$ cat config.mk
export PLATFORM = sky130hd
export DESIGN_NAME = msl_sync_fifo
export DESIGN_NICKNAME = d
export VERILOG_FILES = /design/src/rtl/msl_sync_fifo.sv
export SDC_FILE = /design/constraint.sdc
export NUM_CORES = 1
export LEC_CHECK = 0
export CAP_MARGIN = 20
export CORE_MARGIN = 2
export CORE_UTILIZATION = 60
export DETAILED_ROUTE_END_ITERATION = 8
export PLACE_DENSITY_LB_ADDON = 0.1
export SLEW_MARGIN = 20
export SYNTH_ARGS = -nofsm -noshare
export SYNTH_HDL_FRONTEND = slang
export SYNTH_SLANG_ARGS = --single-unit
$ cat constraint.sdc
create_clock -name i_clk -period 7.48 [get_ports i_clk]
set_input_delay 0.748 -clock i_clk [delete_from_list [all_inputs] [get_ports i_clk]]
set_output_delay 0.748 -clock i_clk [all_outputs]
set_load 0.1 [all_outputs]
$ cat src/rtl/msl_sync_fifo.sv
// First-word-fall-through synchronous FIFO. A write into a full FIFO is taken
// only when a pop frees the head slot in the same cycle.
module msl_sync_fifo #(
    parameter int P_WIDTH = 24,
    parameter int P_DEPTH = 4
) (
    input  logic                       i_clk,
    input  logic                       i_rst,
    input  logic                       i_push,
    input  logic [P_WIDTH-1:0]         i_wdata,
    input  logic                       i_pop,
    output logic [P_WIDTH-1:0]         o_rdata,
    output logic                       o_full,
    output logic                       o_empty,
    output logic [$clog2(P_DEPTH):0]   o_level
);

    localparam int AW = $clog2(P_DEPTH);
    localparam int LW = AW + 1;

    logic [P_WIDTH-1:0] mem_r [P_DEPTH];
    logic [AW-1:0]      wr_ptr_r;
    logic [AW-1:0]      rd_ptr_r;
    logic [LW-1:0]      count_r;
    logic [LW-1:0]      count_nx_s;
    logic               do_wr_s;
    logic               do_rd_s;

    assign o_full  = (count_r == LW'(P_DEPTH));
    assign o_empty = (count_r == LW'(0));
    assign o_level = count_r;
    assign o_rdata = mem_r[rd_ptr_r];

    assign do_rd_s = i_pop & ~o_empty;
    assign do_wr_s = i_push & (~o_full | do_rd_s);

    // Occupancy next-state from the write/read pair.
    always_comb begin
        count_nx_s = count_r;
        case ({do_wr_s, do_rd_s})
            2'b10:   count_nx_s = count_r + LW'(1);
            2'b01:   count_nx_s = count_r - LW'(1);
            default: count_nx_s = count_r;
        endcase
    end

    // Storage, pointers and occupancy registers.
    always_ff @(posedge i_clk or posedge i_rst) begin
        if (i_rst) begin
            for (int i = 0; i < P_DEPTH; i++) begin
                mem_r[i] <= '0;
            end
            wr_ptr_r <= '0;
            rd_ptr_r <= '0;
            count_r  <= '0;
        end else begin
            if (do_wr_s) begin
                mem_r[wr_ptr_r] <= i_wdata;
                wr_ptr_r        <= wr_ptr_r + AW'(1);
            end
            if (do_rd_s) begin
                rd_ptr_r <= rd_ptr_r + AW'(1);
            end
            count_r <= count_nx_s;
        end
    end

endmodule

; ---- After elaboration in Yosys (flattened, before gate mapping)
; Cells that the tools add are included.
[word_totals]
output_inout_bits = 29
wordCells = 34
inputBits = 28
register_bits = 103
[op_classes]
n_mux = 7
bitwise = 7
n_eq_ne = 3
reduce_logical = 3
order_cmp = 3
n_addsub = 4
[ops]
columns = cell, n
row1 = $bwmux W96, 1
row2 = $mux W24, 3
row3 = $bmux W24 S2, 1
row4 = $demux W24 S2, 1
row5 = $ge A3 B3 Y1 const B, 2
row6 = $not A2 Y3, 2
row7 = $pmux W3 S2, 1
row8 = $add A2 B1 Y2 const B, 2
row9 = $add A3 B1 Y3 const B, 1
row10 = $eq A3 B3 Y1 const B, 1
row11 = $logic_not A3 Y1, 1
row12 = $lt A3 B1 Y1 const B, 1
row13 = $sub A3 B1 Y3 const B, 1
row14 = $and A1 B1 Y1, 2
row15 = $eq A2 B1 Y1 const B, 1
row16 = $eq A2 B2 Y1 const B, 1
row17 = $not A1 Y1, 2
row18 = $reduce_bool A2 Y1, 1
row19 = $logic_and A1 B1 Y1, 1
row20 = $or A1 B1 Y1, 1

; ---- Longest topological paths before layout
; Gate-level depths: netlist of the first run.
[logic_depth]
word_depth = 7
mapped_depth = 8
ltp_nobuf = 8

; ---- Least setup slack after synthesis of the first run
; OpenSTA, ideal clock, no wires.
[synth_path]
path_type = reg-to-output
from = reg count_r[0] (netlist: o_level[0])
to = out o_empty
setup_slack_ns = 3.701
t_required_ns = 6.732
n_path_buf = 0
path_stages_with_launch = 2
arrival_ns = 3.031
cell_sequence = dfrtp_1 nor3_1
[synth_between]
elab_chain_len = 1
[synth_lines]
columns = item, line
row1 = "start, declared", 24  ; logic [LW-1:0] count_r;
row2 = "start signal, assigned", 64  ; count_r <= count_nx_s;
row3 = $logic_not A3 Y1, 30  ; assign o_empty = (count_r == LW'(0));
row4 = "end, declared", 14  ; output logic o_empty,
; Every way passes these cells.

; ---- Final worst setup path of the first run
[layout_path]
from = reg rd_ptr_r[0]
to = out o_rdata[0]
[layout_between]
elab_chain_len = 4
[layout_lines]
columns = item, line
row1 = "start, declared", 23  ; logic [AW-1:0] rd_ptr_r;
row2 = "start signal, assigned", 62  ; rd_ptr_r <= rd_ptr_r + AW'(1);
row3 = $not A2 Y3 (not written as such), 32  ; assign o_rdata = mem_r[rd_ptr_r];
row4 = $bmux W24 S2, 32
row5 = $mux W24 (not written as such) (2 in a row), 32
row6 = "end, declared", 12  ; output logic [P_WIDTH-1:0] o_rdata,
; Every way passes these cells. The select of a mux whose other input is x is not followed.

==> results of run 1 <==
-- logic make-up (layout without fill, tap and decap cells) --
group,Yosys count,in the layout
adders and majority gates,6,6
buffers and inverters,20,84
xor gates and xnor gates,6,6
DFF,103,103
AOI/OAI and AO/OA,1,1
and+or+nand+nor,14,14
muxes,122,122
-- worst max-delay path: stages (launching register included) --
cell	delay, ns
dfrtp_2	0.97
mux4_2	0.62
clkdlybuf4s50_1	1.00
-- stage by stage --
step                        util  instances  hold WS [ns]
after detailed placement  0.7105        419        0.4907
after floorplan                -        272        0.4751
after global routing      0.7360        435        0.5293
after CTS                 0.7360        435        0.5156
final                     0.7360        435        0.5107
after global placement    0.7105        419        0.4838
-- how the worst min path moves through the flow --
stage                          from        end  depth (start not counted)  slack, ns
final                     mem_r[31]  mem_r[31]                          1       0.51
after global routing      mem_r[57]  mem_r[57]                          1       0.53
after CTS                 mem_r[83]  mem_r[83]                          1       0.52
after detailed placement  mem_r[26]  mem_r[26]                          1       0.49
after global placement    mem_r[26]  mem_r[26]                          1       0.48
after floorplan           mem_r[24]  mem_r[24]                          1       0.48
-- flip-flops by register name, summed over array words and instances, names as in the netlist --
signal / cells
mem_r: 96
o_level: 3
wr_ptr_r: 2
rd_ptr_r: 2
-- cell usage after synthesis, drive strengths merged --
| cell | number | area share |
|---|---|---|
| clkbuf | 2 | 0.0016 |
| buf | 12 | 0.024 |
| nand2b | 1 | 0.0014 |
| nor2 | 5 | 0.0063 |
| dfrtp | 103 | 0.56 |
| mux2i | 1 | 0.0022 |
| o31a | 1 | 0.0019 |
| xor2 | 3 | 0.0057 |
| xnor2 | 3 | 0.0057 |
| inv | 6 | 0.0049 |
| mux4 | 24 | 0.12 |
| fa | 1 | 0.0044 |
| nand2 | 5 | 0.0041 |
| nor4b | 1 | 0.0052 |
| and3 | 1 | 0.0014 |
| nor3 | 1 | 0.0011 |
| mux2 | 97 | 0.24 |
| ha | 5 | 0.014 |
-- metal layers --
layer  vias up  share of wire  global-route usage
met2        47           0.49              0.3419
met5         -              0                   0
li1       1113              -                   -
met4         0         0.0073             0.05303
met1      1285           0.46              0.3085
met3         6          0.042             0.06058
-- layout make-up --
class / instances / area, um2
Clock buffer: 9 / 123.9
Clock inverter: 7 / 62.56
Fill cell: 478 / 1936
Inverter: 6 / 25.02
Multi-Input combinational cell: 149 / 1876
Sequential cell: 103 / 2579
Tap cell: 99 / 123.9
Timing Repair Buffer: 62 / 605.6
==> impl_metrics.json, run 1 <==
{
  "status": "finished, final reports clean",
  "dr_total_vias": 2451,
  "netlist_instances": 272,
  "synth-compound-area-share": 0.001907,
  "drive_gt1_frac": 0.4464,
  "rsz0062_at_grt": "no",
  "clkLatencyLatePin_ns": 0.36,
  "dp_hpwl_mm": 5.279,
  "core-area_um2": 7331,
  "fin_skew_ns": 0.007864,
  "start_util": 0.6264,
  "final_cell_mix": "dfrtp_1, mux2_2, clkdlybuf4s50_1",
  "routedWlPerCell_um": 18.69,
  "criticalPathCategory": "reg -> out",
  "cp-endpoint": "o_rdata[0]",
  "timing.final.ws_setup_ns": 3.781,
  "place_area_um2": 5209,
  "fin_area_um2": 5395,
  "maxSlewViolCount": 0,
  "grt_pass1_vias": 2697,
  "final.min_clock_period_ns": 3.699,
  "arrival_ns": 2.95,
  "post_cts_buffers": 0,
  "period_share": 0.4945,
  "worst_pin_slew_ns": 0.9994,
  "synth_nets": 306,
  "final_common_cell": "dfrtp_1",
  "cp_max_fo": 26,
  "crit_start": "rd_ptr_r[0]",
  "r2r_start": "o_level[0]",
  "r2r_cells": 8,
  "die_h_um": 91.48,
  "min_path_type": "reg -> reg",
  "grtUsageTotal": 0.2186,
  "synth_xor_area_frac": 0.01144,
  "std_cell_rows": 31,
  "synth_simple_gate_area_share": 0.01935,
  "diodes": 0,
  "clkSlewWorstSetupHoldPaths_ns": 0.10,
  "drc_errors": 0,
  "hold_buffers": 0,
  "drt-pass1-iter-count": 4,
  "ant_nets": 0,
  "finalSetupTns_ns": 0,
  "cts_max_level": 3,
  "cp_data_required_time_ns": 6.73,
  "cp-end-kind": "primary output",
  "pre_cts_slack_ns": 4.133,
  "r2r-end": "o_level[2]",
  "synth_fa_ha_area_frac": 0.01798,
  "die_area_um2": 8369,
  "yosys_warnings": 0,
  "syn_to_final_growth_pct": 17.49,
  "avgSynthCellArea_um2": 16.88,
  "clk_path_buf_depth": 2,
  "cts-root-buf": "clkbuf_8",
  "die_w_um": 91.48,
  "fmax_ghz": 0.2704,
  "cts_made_buffers": 9,
  "cap_violations": 0,
  "synth_mux_area_frac": 0.3578,
  "report.final.setup_viol": 0,
  "relSlewSlack": 0.3317,
  "cts_tree": "yes",
  "synth_top_family_by_area": "multiplexers",
  "grt_max_degree": 56,
  "drt_wl_total_mm": 8.130,
  "reg2reg_slack_ns": 5.09,
  "cts_sinks": 103,
  "nets": 365,
  "gp_congestion": 0.6929,
  "synth_cell_type_count": 21,
  "grt_first_pass_wirelength_mm": 14.01,
  "synth_seq_area_share": 0.5613,
  "start_kind": "flip-flop",
  "antenna_found_initial": 0,
  "ys_ff_latch": 103,
  "viasPerCell": 5.634,
  "synthesis.area_um2": 4592,
  "gr-total-overflow": 0,
  "io_buffers": 56,
  "cts.repair.resized": 0,
  "io_pins": 57,
  "hold_violations": 0,
  "drt_iter0_drc": 56
}
Power of run 1 is not shown: default switching activity piles up to over one toggle a cycle in this logic, so the estimate is an artifact.
==> run 2, diff against run 1 <==
--- a/config.mk
+++ b/config.mk
@@ -7,7 +7,7 @@
 export LEC_CHECK = 0
 export CAP_MARGIN = 20
 export CORE_MARGIN = 2
-export CORE_UTILIZATION = 60
+export CORE_UTILIZATION = 55
 export DETAILED_ROUTE_END_ITERATION = 8
 export PLACE_DENSITY_LB_ADDON = 0.1
 export SLEW_MARGIN = 20
==> constraint.sdc (replaced) <==
create_clock -name i_clk -period 3.8 [get_ports i_clk]
set_input_delay 0.38 -clock i_clk [delete_from_list [all_inputs] [get_ports i_clk]]
set_output_delay 0.38 -clock i_clk [all_outputs]
set_load 0.1 [all_outputs]
==> run 2 against run 1 <==
Sequential share of layout area increased by 0.12 points. Die area increased by 8.7%. Clock-buffer cell count unchanged. Critical endpoint is now o_full. Clock skew increased by 0.0071 ns. Final area decreased by 0.26%. Non-clock buffer count increased by 1. Core utilization decreased by 7.4 points. Wire length decreased by 0.17%. Via count decreased by 0.94%. Largest cell class unchanged. Setup slack got worse by 2.6 ns. Critical path depth increased by 1.
==> impl_metrics.json, run 2 (synthesis results as in run 1) <==
{
  "diodes": 0,
  "clk_path_buf_depth": 2,
  "period_share": 0.6908,
  "final_cell_mix": "dfrtp_1, mux2_2, clkdlybuf4s50_1",
  "grtUsageTotal": 0.1985,
  "criticalPathCategory": "reg -> out",
  "drc_errors": 0,
  "largest-register": "mem_r",
  "antenna_found_initial": 0,
  "hold_buffers": 0,
  "final_common_cell": "dfrtp_1",
  "relSlewSlack": 0.3535,
  "gr-total-overflow": 0,
  "drt-pass1-iter-count": 3,
  "min_path_type": "in -> async",
  "die_w_um": 95.37,
  "start_util": 0.5645,
  "cap_violations": 0,
  "finalSetupTns_ns": 0,
  "cts_max_level": 3,
  "std_cell_rows": 33,
  "die_area_um2": 9095,
  "cp-end-kind": "primary output",
  "gp_congestion": 0.7406,
  "final.min_clock_period_ns": 2.625,
  "worst_pin_slew_ns": 0.9668,
  "drive_gt1_frac": 0.5193,
  "grt_max_degree": 57,
  "dp_hpwl_mm": 5.276,
  "cts.repair.resized": 0,
  "fin_skew_ns": 0.01496,
  "core-area_um2": 8134,
  "arrival_ns": 2.24,
  "cts_tree": "yes",
  "io_buffers": 56,
  "viasPerCell": 5.493,
  "cp_max_fo": 6,
  "nets": 366,
  "cts_sinks": 103,
  "die_h_um": 95.37,
  "cts-root-buf": "clkbuf_8",
  "drt_iter0_drc": 76,
  "grt_first_pass_wirelength_mm": 13.45,
  "dr_total_vias": 2428,
  "fmax_ghz": 0.3810,
  "cp_data_required_time_ns": 3.42,
  "maxSlewViolCount": 0,
  "start_kind": "flip-flop",
  "drt_wl_total_mm": 8.116,
  "clkLatencyLatePin_ns": 0.36,
  "report.final.setup_viol": 0,
  "fin_hold_ws_ns": 0.3838,
  "cts_made_buffers": 9,
  "hold_violations": 0,
  "largest_register_ffs": 96,
  "status": "finished, final reports clean",
  "routedWlPerCell_um": 18.36,
  "ant_nets": 0,
  "io_pins": 57,
  "grt_pass1_vias": 2664,
  "rsz0062_at_grt": "no",
  "syn_to_final_growth_pct": 17.19,
  "clkSlewWorstSetupHoldPaths_ns": 0.11,
  "post_cts_buffers": 0
}
## run 2: per-stage QoR
stage	cells	cell area [um2]	utilization	setup slack [ns]
after CTS	442	5381	0.6616	1.117
after global routing	442	5381	0.6616	1.045
after detailed placement	426	5184	0.6373	1.202
final	442	5381	0.6616	1.175
after global placement	425	5156	0.6339	1.242
after floorplan	272	4592	-	0.3895
## run 2: final timing paths
path                       slack (ns)  depth (start not counted)       start     endpoint
hold / removal                   0.38                          2       i_rst    mem_r[77]
min in group i_clk               0.51                          1   mem_r[33]    mem_r[33]
setup reg to reg                 1.53                          8  o_level[0]   o_level[2]
max in group asynchronous        2.51                          4       i_rst  rd_ptr_r[0]
hold reg to reg                  0.51                          1   mem_r[33]    mem_r[33]
setup / recovery                 1.18                          3  o_level[0]       o_full
## run 2: layer usage
metal | global-route usage | up-vias | wire [um]
li1 | - | 1115 | -
met1 | 0.2660 | 1270 | 3747
met2 | 0.3316 | 38 | 4017
met3 | 0.05059 | 5 | 304
met4 | 0.04286 | 0 | 46
met5 | 0 | - | 0
## run 2: final cells by class
| type | instances | area (um2) |
|---|---|---|
| timing repair buffer | 63 | 573.1 |
| tap | 105 | 131.4 |
| sequential | 103 | 2579 |
| clock buffer | 9 | 123.9 |
| multi-input combinational | 149 | 1876 |
| clock inverter | 7 | 73.82 |
| inverter | 6 | 25.02 |
| fill | 589 | 2753 |
## run 2: worst max-delay path, stage by stage, from the launching register on
cell and delay [ns]:
dfrtp_1 0.48, inv_1 0.13, and3_1 0.15, clkdlybuf4s50_1 1.12
Power of run 2 is left out for the same reason.
==> run 3, diff against run 2 <==
--- a/config.mk
+++ b/config.mk
@@ -7,7 +7,7 @@
 export LEC_CHECK = 0
 export CAP_MARGIN = 20
 export CORE_MARGIN = 2
-export CORE_UTILIZATION = 55
+export CORE_UTILIZATION = 50
 export DETAILED_ROUTE_END_ITERATION = 8
 export PLACE_DENSITY_LB_ADDON = 0.1
 export SLEW_MARGIN = 20
==> constraint.sdc (replaced) <==
create_clock -name i_clk -period 2.4 [get_ports i_clk]
set_input_delay 0.24 -clock i_clk [delete_from_list [all_inputs] [get_ports i_clk]]
set_output_delay 0.24 -clock i_clk [all_outputs]
set_load 0.1 [all_outputs]
==> run 3 against run 2 <==
First-iteration DRC count shrank 34%. Register-to-register slack lost 1.2 ns. Clock-buffer cell count is the same. Critical path depth is the same. Cell count grew 3.2%. Critical path type unchanged. Critical endpoint is now o_rdata[23]. Highest routed layer unchanged.
==> impl_metrics.json, run 3 (synthesis results as in run 1) <==
{
  "status": "finished, final reports clean",
  "dp_hpwl_mm": 5.595,
  "largest_register_ffs": 96,
  "drt_iter0_drc": 50,
  "r2r_start": "o_level[0]",
  "cts_tree": "yes",
  "syn_to_final_growth_pct": 25.80,
  "largest-register": "mem_r",
  "die_area_um2": 9966,
  "die_w_um": 99.83,
  "cts-root-buf": "clkbuf_8",
  "dr_total_vias": 2522,
  "cts_made_buffers": 9,
  "drive_gt1_frac": 0.5661,
  "diodes": 0,
  "ant_nets": 0,
  "io_buffers": 56,
  "cts_sinks": 103,
  "reg2reg_slack_ns": 0.35,
  "gp_congestion": 0.7273,
  "grtUsageTotal": 0.1879,
  "arrival_ns": 1.82,
  "final_cell_mix": "dfrtp_1, mux2_2, clkdlybuf4s50_1",
  "drt_wl_total_mm": 8.168,
  "r2r-end": "o_level[2]",
  "report.final.setup_viol": 0,
  "std_cell_rows": 34,
  "fillers": 641,
  "criticalPathCategory": "reg -> out",
  "relSlewSlack": 0.5369,
  "viasPerCell": 5.531,
  "die_h_um": 99.83,
  "hold_buffers": 0,
  "worst_pin_slew_ns": 0.6932,
  "nets": 377,
  "final.min_clock_period_ns": 2.063,
  "cp_max_fo": 14,
  "cts.repair.resized": 0,
  "min_path_type": "in -> async",
  "rsz0062_at_grt": "no",
  "multi_input_area_um2": 1901,
  "fmax_ghz": 0.4848,
  "post_cts_buffers": 0,
  "io_pins": 57,
  "start_util": 0.5215,
  "finalSetupTns_ns": 0,
  "fin_skew_ns": 0.008625,
  "hold_violations": 0,
  "drc_errors": 0,
  "start_kind": "flip-flop",
  "cap_violations": 0,
  "grt_first_pass_wirelength_mm": 14.33,
  "ff_latch_area_um2": 2582,
  "cp-end-kind": "primary output",
  "drt-pass1-iter-count": 3,
  "clk_path_buf_depth": 2,
  "period_share": 0.8595,
  "cp_data_required_time_ns": 2.16,
  "grt_pass1_vias": 2783,
  "cts_max_level": 3,
  "r2r_cells": 8,
  "core-area_um2": 8806,
  "maxSlewViolCount": 0,
  "antenna_found_initial": 0,
  "grt_max_degree": 33,
  "clkLatencyLatePin_ns": 0.36,
  "cp-endpoint": "o_rdata[23]",
  "routedWlPerCell_um": 17.91,
  "final_common_cell": "dfrtp_1",
  "clkSlewWorstSetupHoldPaths_ns": 0.11,
  "gr-total-overflow": 0,
  "crit_start": "rd_ptr_r[0]"
}
run 3: cell types whose count changed in the layout (fill, tap and decap cells not counted), moves of 2 or more:
cell,delta
buf_12,+24
buf_4,-7
clkdlybuf4s50_1,-5
dfrtp_1,-3
dfrtp_2,+3
inv_6,+2
run 3: metal layers:
layer	track usage	vias up	wire, um
met4	0.04426	0	92
met1	0.2560	1337	3691
li1	-	1139	-
met2	0.3030	37	4051
met5	0	-	0
met3	0.05501	9	333
run 3: final cells by class:
| cell class | count | area share |
|---|---|---|
| well taps | 108 | 0.02339 |
| clock inverters | 7 | 0.01473 |
| clock buffers | 9 | 0.02144 |
| repair buffers | 74 | 0.1598 |
| flip-flops and latches | 103 | 0.4470 |
| multi-input cells | 149 | 0.3290 |
| inverters | 6 | 0.004548 |
run 3: how the worst min path moves through the flow:
stage                start   endpoint
6_report             i_rst  mem_r[45]
5_1_grt              i_rst  mem_r[45]
4_1_cts              i_rst  mem_r[45]
3_5_place_dp     mem_r[30]  mem_r[30]
3_3_place_gp     mem_r[24]  mem_r[24]
2_1_floorplan  i_wdata[10]  mem_r[10]
run 3: metrics by stage:
stage	utilization	area (um2)	setup slack, ns	cells	hold slack [ns]
CTS	0.6560	5777	0.2984	456	0.3287
finish	0.6560	5777	0.3373	456	0.3151
floorplan	-	4624	0.007130	272	0.3916
global route	0.6560	5777	0.2372	456	0.3501
global placement	0.6323	5568	0.2055	440	0.4838
detailed placement	0.6323	5568	0.1584	440	0.4898
run 3: worst max-delay path: stages, from the launching register on:
cell     delay (ns)
dfrtp_2        0.37
buf_4          0.29
mux4_2         0.60
buf_12         0.19
Power of run 3 is left out for the same reason.
==> edit, RTL diff (config.mk and constraints of run 2) <==
`P_WIDTH`: 24 -> 48.
--- a/src/rtl/msl_sync_fifo.sv
+++ b/src/rtl/msl_sync_fifo.sv
@@ -3,3 +3,3 @@
 module msl_sync_fifo #(
-    parameter int P_WIDTH = 24,
+    parameter int P_WIDTH = 48,
     parameter int P_DEPTH = 4
Ports: changed (resized i_wdata and o_rdata); port bits go from 57 to 105. The function was not compared with the original's and may differ.
==> edit against run 2 <==
Final area up 100%; routed wire length grew 120%; sequential cell count grew 96; non-clock buffer count rose by 52; area after synthesis rose by 97%; worst setup slack got worse by 0.54 ns; sequential share of layout area down 1.7 points; critical path type unchanged; highest routed layer unchanged.
Power is left out: the tool's default activity adds up to more than one toggle a clock period on the data nets, which glitch-free logic cannot reach.
==> edit: results (changes against run 2) <==
grtUsageMet2_pct: 36.78  # +3.6 points
status: "completed"
post-route-period-util_pct: 83.38  # +14 points
drtIter0Drc: 239  # +210%
holdWs_ns: 0.4169  # +0.03313 ns
nFillCells: 1073  # +82%
via_count: 4726  # +95%
drive_gt1_share_pct: 51.37  # -0.56 points
first_pass_iters: 6  # +3
syn_nets: 563  # +84%
wl_um: 18020  # +120%
place_congestion: 0.7168  # -3.2%
root_buffer: "clkbuf_16"
synth.distinct_cells: 22  # +4.8%
met2WireLength_um: 9162  # +130%
final_net_count: 666  # +82%
hpwlAfterDp_um: 11190  # +110%
worst_pin_slew_ns: 1.051  # +0.08440 ns
cp.arrival_ns: 2.79  # +0.55 ns
r2r_setup_slack_ns: 1.37  # -0.16 ns
cpPeakStageDelay_ns: 0.99  # -0.13 ns
h-tree-depth: 4  # +1
port_buffers: 104  # +86%
grt_use_total_pct: 22.34  # +2.5 points
yosys-top-cells-area: "dfrtp_1 55%, mux2_2 14%, mux2_4 13%, mux4_2 12%, buf_6 1.5%"
==> edit: cell count changes after synthesis <==
cell | before | now
buf_2 | 3 | 15
buf_1 | 1 | 2
mux4_2 | 24 | 48
dfrtp_1 | 103 | 199
mux2_2 | 97 | 113
buf_6 | 8 | 12
mux2_4 | 0 | 80
==> edit: worst paths after layout <==
kind                             start           to  cells after the start
max                        rd_ptr_r[0]  o_rdata[28]                      2
min                              i_rst    mem_r[88]                      2
max reg2reg                 o_level[1]   o_level[2]                      8
min reg2reg                  mem_r[37]    mem_r[37]                      1
max in group asynchronous        i_rst    mem_r[94]                      3
min in group i_clk           mem_r[37]    mem_r[37]                      1
==> edit: final cells by class <==
class | count | area (sq um) | area share [%]
clock inverters | 14 | 117.6 | 1.090
inverters | 6 | 26.28 | 0.2436
repair buffers | 115 | 1131 | 10.49
well taps | 216 | 270.3 | 2.506
clock buffers | 18 | 439.2 | 4.071
multi-input cells | 269 | 3817 | 35.39
flip-flops and latches | 199 | 4985 | 46.21
